## config.mk

```make
export PLATFORM = sky130hd
export DESIGN_NAME = io_command_issuer
export DESIGN_NICKNAME = d
export VERILOG_FILES = /design/src/rtl/io_command_issuer.sv
export SDC_FILE = /design/constraint.sdc
export NUM_CORES = 1
export LEC_CHECK = 0
export BUFFER_PORTS_ARGS = -buffer_cell sky130_fd_sc_hd__buf_4
export CAP_MARGIN = 20
export CORE_ASPECT_RATIO = 1.5
export CORE_MARGIN = 4
export CORE_UTILIZATION = 55
export CTS_CLUSTER_SIZE = 14
export DETAILED_ROUTE_END_ITERATION = 7
export HOLD_SLACK_MARGIN = 0.03
export PLACE_DENSITY_LB_ADDON = 0.08
export SETUP_SLACK_MARGIN = 0.4
export SYNTH_ARGS = -nofsm -noshare
export SYNTH_HDL_FRONTEND = slang
export SYNTH_SLANG_ARGS = --single-unit
```

## constraint.sdc

```tcl
create_clock -name clk -period 3.1 [get_ports clk]
set_clock_uncertainty 0.05 [all_clocks]
set_input_delay 0.155 -clock clk [delete_from_list [all_inputs] [get_ports clk]]
set_output_delay 0.155 -clock clk [all_outputs]
set_load 0.05 [all_outputs]
```

## src/rtl/io_command_issuer.sv

```systemverilog
`default_nettype none
// +-----------------------------------------------------------------------+
// | io_command_issuer: queues core IO commands and issues them in order   |
// | to an IO responder; returns register responses to writeback.          |
// | Revision: 1.0                                                         |
// +-----------------------------------------------------------------------+
module io_command_issuer #(
    parameter int          FIFO_DEPTH   = 4,
    parameter int          TIMEOUT      = 64,
    parameter logic [15:0] TIMEOUT_DATA = 16'hFFFF
) (
    input  logic        clk,
    input  logic        sync_rst,
    input  logic        clk_en,
    input  logic        Cmd_Valid,
    output logic        Cmd_Ready,
    input  logic [15:0] Cmd_Data,
    input  logic [3:0]  Cmd_DestReg,
    input  logic        Cmd_ResponseRequested,
    output logic        IO_REQ,
    input  logic        IO_ACK,
    output logic        IO_CommandEn,
    output logic        IO_ResponseRequested,
    output logic [3:0]  IO_DestRegOut,
    output logic [15:0] IO_DataOut,
    input  logic        IO_CommandResponse,
    input  logic        IO_RegResponseFlag,
    input  logic [3:0]  IO_DestRegIn,
    input  logic [15:0] IO_DataIn,
    output logic        WB_Valid,
    input  logic        WB_Ack,
    output logic [3:0]  WB_DestReg,
    output logic [15:0] WB_Data,
    output logic        Timeout_Err,
    output logic        Tag_Mismatch,
    output logic        Busy
);

    localparam int PTR_W = $clog2(FIFO_DEPTH);
    localparam int TMR_W = $clog2(TIMEOUT);

    typedef enum logic [1:0] {
        ST_ISSUE = 2'd0,
        ST_WAIT  = 2'd1,
        ST_WB    = 2'd2
    } state_t;

    // Entry layout: {response_requested, dest_reg, command_word}
    logic [20:0]      mem_q [FIFO_DEPTH];
    state_t           state_q, state_d;
    logic [PTR_W-1:0] rd_ptr_q, rd_ptr_d, wr_ptr_q, wr_ptr_d;
    logic [PTR_W:0]   count_q, count_d;
    logic [TMR_W-1:0] timer_q, timer_d;
    logic [3:0]       tag_q, tag_d;
    logic [15:0]      wb_data_q, wb_data_d;
    logic             mismatch_q, mismatch_d;

    logic        empty, full, push, pop, resp_hit, timed_out;
    logic [20:0] head;

    assign empty    = (count_q == '0);
    assign full     = (count_q == (PTR_W+1)'(FIFO_DEPTH));
    assign head     = mem_q[rd_ptr_q];
    assign resp_hit = IO_CommandResponse && IO_RegResponseFlag;

    assign Cmd_Ready    = !full && !sync_rst;
    assign push         = Cmd_Valid && Cmd_Ready && clk_en;
    assign IO_REQ       = (state_q == ST_ISSUE) && !empty && !sync_rst;
    assign IO_CommandEn = IO_REQ;
    assign pop          = IO_REQ && IO_ACK && clk_en;

    assign IO_ResponseRequested = IO_REQ ? head[20]    : 1'b0;
    assign IO_DestRegOut        = IO_REQ ? head[19:16] : 4'd0;
    assign IO_DataOut           = IO_REQ ? head[15:0]  : 16'd0;

    // A response in the final wait cycle takes priority over the timeout.
    assign timed_out   = (state_q == ST_WAIT) && (timer_q == TMR_W'(TIMEOUT - 1)) && !resp_hit;
    assign Timeout_Err = timed_out && !sync_rst;

    assign WB_Valid     = (state_q == ST_WB) && !sync_rst;
    assign WB_DestReg   = WB_Valid ? tag_q : 4'd0;
    assign WB_Data      = WB_Valid ? wb_data_q : 16'd0;
    assign Tag_Mismatch = mismatch_q && !sync_rst;
    assign Busy         = !sync_rst && (!empty || (state_q != ST_ISSUE));

    always_comb begin
        state_d    = state_q;
        timer_d    = timer_q;
        tag_d      = tag_q;
        wb_data_d  = wb_data_q;
        mismatch_d = mismatch_q;
        rd_ptr_d   = rd_ptr_q + PTR_W'(pop);
        wr_ptr_d   = wr_ptr_q + PTR_W'(push);
        count_d    = count_q + (PTR_W+1)'(push) - (PTR_W+1)'(pop);

        case (state_q)
            ST_ISSUE: begin
                if (pop) begin
                    tag_d = head[19:16];
                    if (head[20]) begin
                        if (resp_hit) begin
                            wb_data_d = IO_DataIn;
                            if (IO_DestRegIn != head[19:16]) mismatch_d = 1'b1;
                            state_d = ST_WB;
                        end else begin
                            timer_d = TMR_W'(1);
                            state_d = ST_WAIT;
                        end
                    end
                end
            end
            ST_WAIT: begin
                if (resp_hit) begin
                    wb_data_d = IO_DataIn;
                    if (IO_DestRegIn != tag_q) mismatch_d = 1'b1;
                    state_d = ST_WB;
                end else if (timed_out) begin
                    wb_data_d = TIMEOUT_DATA;
                    state_d   = ST_WB;
                end else begin
                    timer_d = timer_q + TMR_W'(1);
                end
            end
            ST_WB: begin
                if (WB_Ack) state_d = ST_ISSUE;
            end
            default: state_d = ST_ISSUE;
        endcase
    end

    always_ff @(posedge clk) begin
        if (sync_rst) begin
            state_q    <= ST_ISSUE;
            rd_ptr_q   <= '0;
            wr_ptr_q   <= '0;
            count_q    <= '0;
            timer_q    <= '0;
            tag_q      <= '0;
            wb_data_q  <= '0;
            mismatch_q <= 1'b0;
        end else if (clk_en) begin
            state_q    <= state_d;
            rd_ptr_q   <= rd_ptr_d;
            wr_ptr_q   <= wr_ptr_d;
            count_q    <= count_d;
            timer_q    <= timer_d;
            tag_q      <= tag_d;
            wb_data_q  <= wb_data_d;
            mismatch_q <= mismatch_d;
        end
    end

    always_ff @(posedge clk) begin
        if (push) mem_q[wr_ptr_q] <= {Cmd_ResponseRequested, Cmd_DestReg, Cmd_Data};
    end

endmodule
`default_nettype wire

```

==> flow_summary.json <==
{
  "fillers": 532,
  "arrival_ns": 2.84,
  "num_vias": 3370,
  "grt_pass1_wl_mm": 18.2,
  "crit_fanout": 6,
  "tightest_slew_ns": 0.531,
  "ys.flop_type": "edfxtp_1",
  "critPathMostFrequentCell": "ha_1",
  "area_growth_pct": 37.2,
  "grt_antenna_before_repair": 0,
  "track_usage_pct": 22.2,
  "initial_core_util_pct": 57.0,
  "num_io_pins": 97,
  "post_cts_buffers": 0,
  "clock.fmax_mhz": 384,
  "antennaDiodeCount": 0,
  "ant_nets": 0,
  "fin_nets": 564,
  "dieArea_mm2": 0.0109,
  "max-clock-path-buffers": 2,
  "worstSkewPairLatency_ns": 0.40,
  "slew_viol_final": 0,
  "cp.required_ns": 3.33,
  "synthArstFlopShare_pct": 0,
  "timing.max_cap.violations": 0,
  "cts_root_buf": "clkbuf_16",
  "seq_area_frac_synth_pct": 64.5,
  "ys_types": 41,
  "synth_seq_cells": 122,
  "fin_hold_ws_ns": 0.0554,
  "top_usage_layer": "met2",
  "netlist_area_mm2": 0.00509,
  "layout-drive-gt1-share_pct": 32.2,
  "grt_start_max_net_pins": 24,
  "synthesis.nets": 419,
  "p_leak_nw": 2.67,
  "gr-usage-met2_pct": 40.3,
  "viasPerCell": 5.33,
  "port_buffers": 96,
  "slew_headroom_pct": 64.5,
  "place_congestion": 0.831,
  "status": "complete, no violations",
  "tns_ns": 0,
  "die_h_um": 126,
  "numClockSinks": 122,
  "cp_cell_sequence": "or3_4 > and3_1 > and3_4 > ha_1 > inv_1 > ha_1 > fa_2 > xnor2_1 > nand2_1 > xor2_1 > nor2_1",
  "row_count": 42,
  "critPathKind": "reg -> reg",
  "dr.pass1.iters": 4,
  "die_w_um": 86.6,
  "min_path_type": "in -> reg",
  "syn_avg_cell_area_um2": 14.0,
  "drc": 0,
  "drt_first_iter_violations": 134,
  "ir_worst_vdd_v": 0.000596,
  "dp_hpwl_mm": 6.71,
  "slowest_stage": "or3_4",
  "fin_crit_sh_pct": 84.1,
  "worst-path-buf-inv": 1,
  "cts_buffers": 17,
  "critPathLaunch": "count_q[2]",
  "slowest_delay_ns": 0.40,
  "period_needed_ns": 2.61,
  "timing.rr.start": "count_q[2]",
  "critPathLaunchType": "flop",
  "p_per_area_mw_per_mm2": 581,
  "yosys_warnings": 0,
  "grt_use_met3_pct": 6.01,
  "overflow": 0,
  "hold_viol_final": 0,
  "core_mm2": 0.00893,
  "postSynthCellCount": 364,
  "setup_viol": 0,
  "grt_use_met1_pct": 23.9,
  "rsz0062_at_grt": "no",
  "htree_num_levels": 4,
  "grt_pass1_vias": 3568,
  "cts_tree": "yes",
  "critical_path.top_delay_family": "simple AND/OR/NAND/NOR gates",
  "wl_per_cell_um": 17.9,
  "drt_wl_total_mm": 11.3,
  "hp-start": "sync_rst",
  "clk_pin_slew_ns": 0.05,
  "worst_setup_path_end_kind": "flop",
  "synth_edf_count": 84
}
[layer usage]
metal / vias to the layer above / share of wire (%) / wire [um]
li1: 1612 / - / -
met3: 23 / 5.6 / 635
met1: 1621 / 36 / 4080
met4: 0 / 2.3 / 265
met2: 114 / 56 / 6320
met5: - / 0 / 0
[power breakdown]
part | switching, mW | internal, mW
Sequential | 0.00682 | 1.76
Clock | 0.646 | 1.40
Combinational | 0.123 | 0.118
[area by class of cell]
| class | count | area, um2 | area share, % |
|---|---|---|---|
| multi-input cells | 201 | 1680 | 24.0 |
| clock inverters | 8 | 141 | 2.02 |
| well taps | 110 | 138 | 1.97 |
| inverters | 23 | 86.3 | 1.24 |
| clock buffers | 24 | 482 | 6.90 |
| flip-flops and latches | 122 | 3280 | 47.0 |
| repair buffers | 144 | 1180 | 16.8 |
[per-stage QoR]
step                area [um2]  setup WS [ns]  utilization, %  instances  total power, mW
floorplan                 5110          0.428               -        364             1.90
CTS                       6980          0.407            78.1        632             4.07
global placement          5970          0.416            66.8        562             1.99
detailed placement        5970          0.349            66.8        562             1.99
global route              6980          0.404            78.2        632             4.18
finish                    6980          0.494            78.2        632             4.05
[cells in the mapped netlist, drive strengths merged, types with 2 or more instances]
master / instances / area share, %
edfxtp: 84 / 50
and2: 43 / 5.3
dfxtp: 38 / 15
inv: 23 / 1.7
a21oi: 22 / 2.2
mux4: 20 / 8.8
nor2: 19 / 1.4
o21ai: 19 / 2.1
mux2i: 11 / 2.2
buf: 10 / 1.1
xor2: 9 / 1.5
clkbuf: 8 / 0.59
nand2: 8 / 0.59
and3: 7 / 0.86
ha: 5 / 1.2
a311oi: 4 / 0.69
nand2b: 4 / 0.49
nand3: 3 / 0.29
nor2b: 3 / 0.37
nor3: 3 / 0.39
xnor2: 3 / 0.52
a211oi: 2 / 0.29
a31oi: 2 / 0.25
mux2: 2 / 0.44
nand4: 2 / 0.25
[registers in the layout, summed over array words and instances (netlist names), named ones only]
register / flops
wb_data_q: 16
wr_ptr_q: 2
timer_q: 6
tag_q: 4
rd_ptr_q: 2
mem_q: 84
count_q: 3
state_q: 2
mismatch_q: 1
[final timing paths]
check | end | slack [ns] | cells past startpoint
worst max-delay path | count_q[2] | 0.49 | 11
worst min-delay path | tag_q[1] | 0.06 | 2
worst max register to register | count_q[2] | 0.49 | 11
worst min register to register | wb_data_q[13] | 0.39 | 2
[logic make-up (layout without fill, tap and decap cells)]
group                      after synthesis  in the layout  synth area share (%)
AOI/OAI and AO/OA                       55             55                  6.61
xor gates and xnor gates                12             12                  2.06
adders and majority gates                6              6                  1.62
buffers and inverters                   41            199                  3.34
DFF                                    122            122                  64.5
muxes                                   33             33                  11.5
and+or+nand+nor                         95             95                  10.4
[layout by cell type, fill, tap and decap left out, drive strengths merged, types with 2 or more instances in the layout]
master and n:
a211oi 2, a21oi 22, a311oi 4, a31oi 2
and2 43, and3 7, buf 106, bufinv 4
clkbuf 24, clkinv 3, dfxtp 38, dlygate4sd3 38
edfxtp 84, ha 5, inv 23, mux2 2
mux2i 11, mux4 20, nand2 8, nand2b 4
nand3 3, nand4 2, nor2 19, nor2b 3
nor3 3, o21ai 19, xnor2 3, xor2 9
[what timing repair did]
item                       CTS  global route
setup endpoints to repair    1             1
resized for setup            2             2
hold endpoints to repair   101             0
pin swaps                    0             1
hold buffers                38             0
Note: power is estimated with default switching activity, not from simulation.
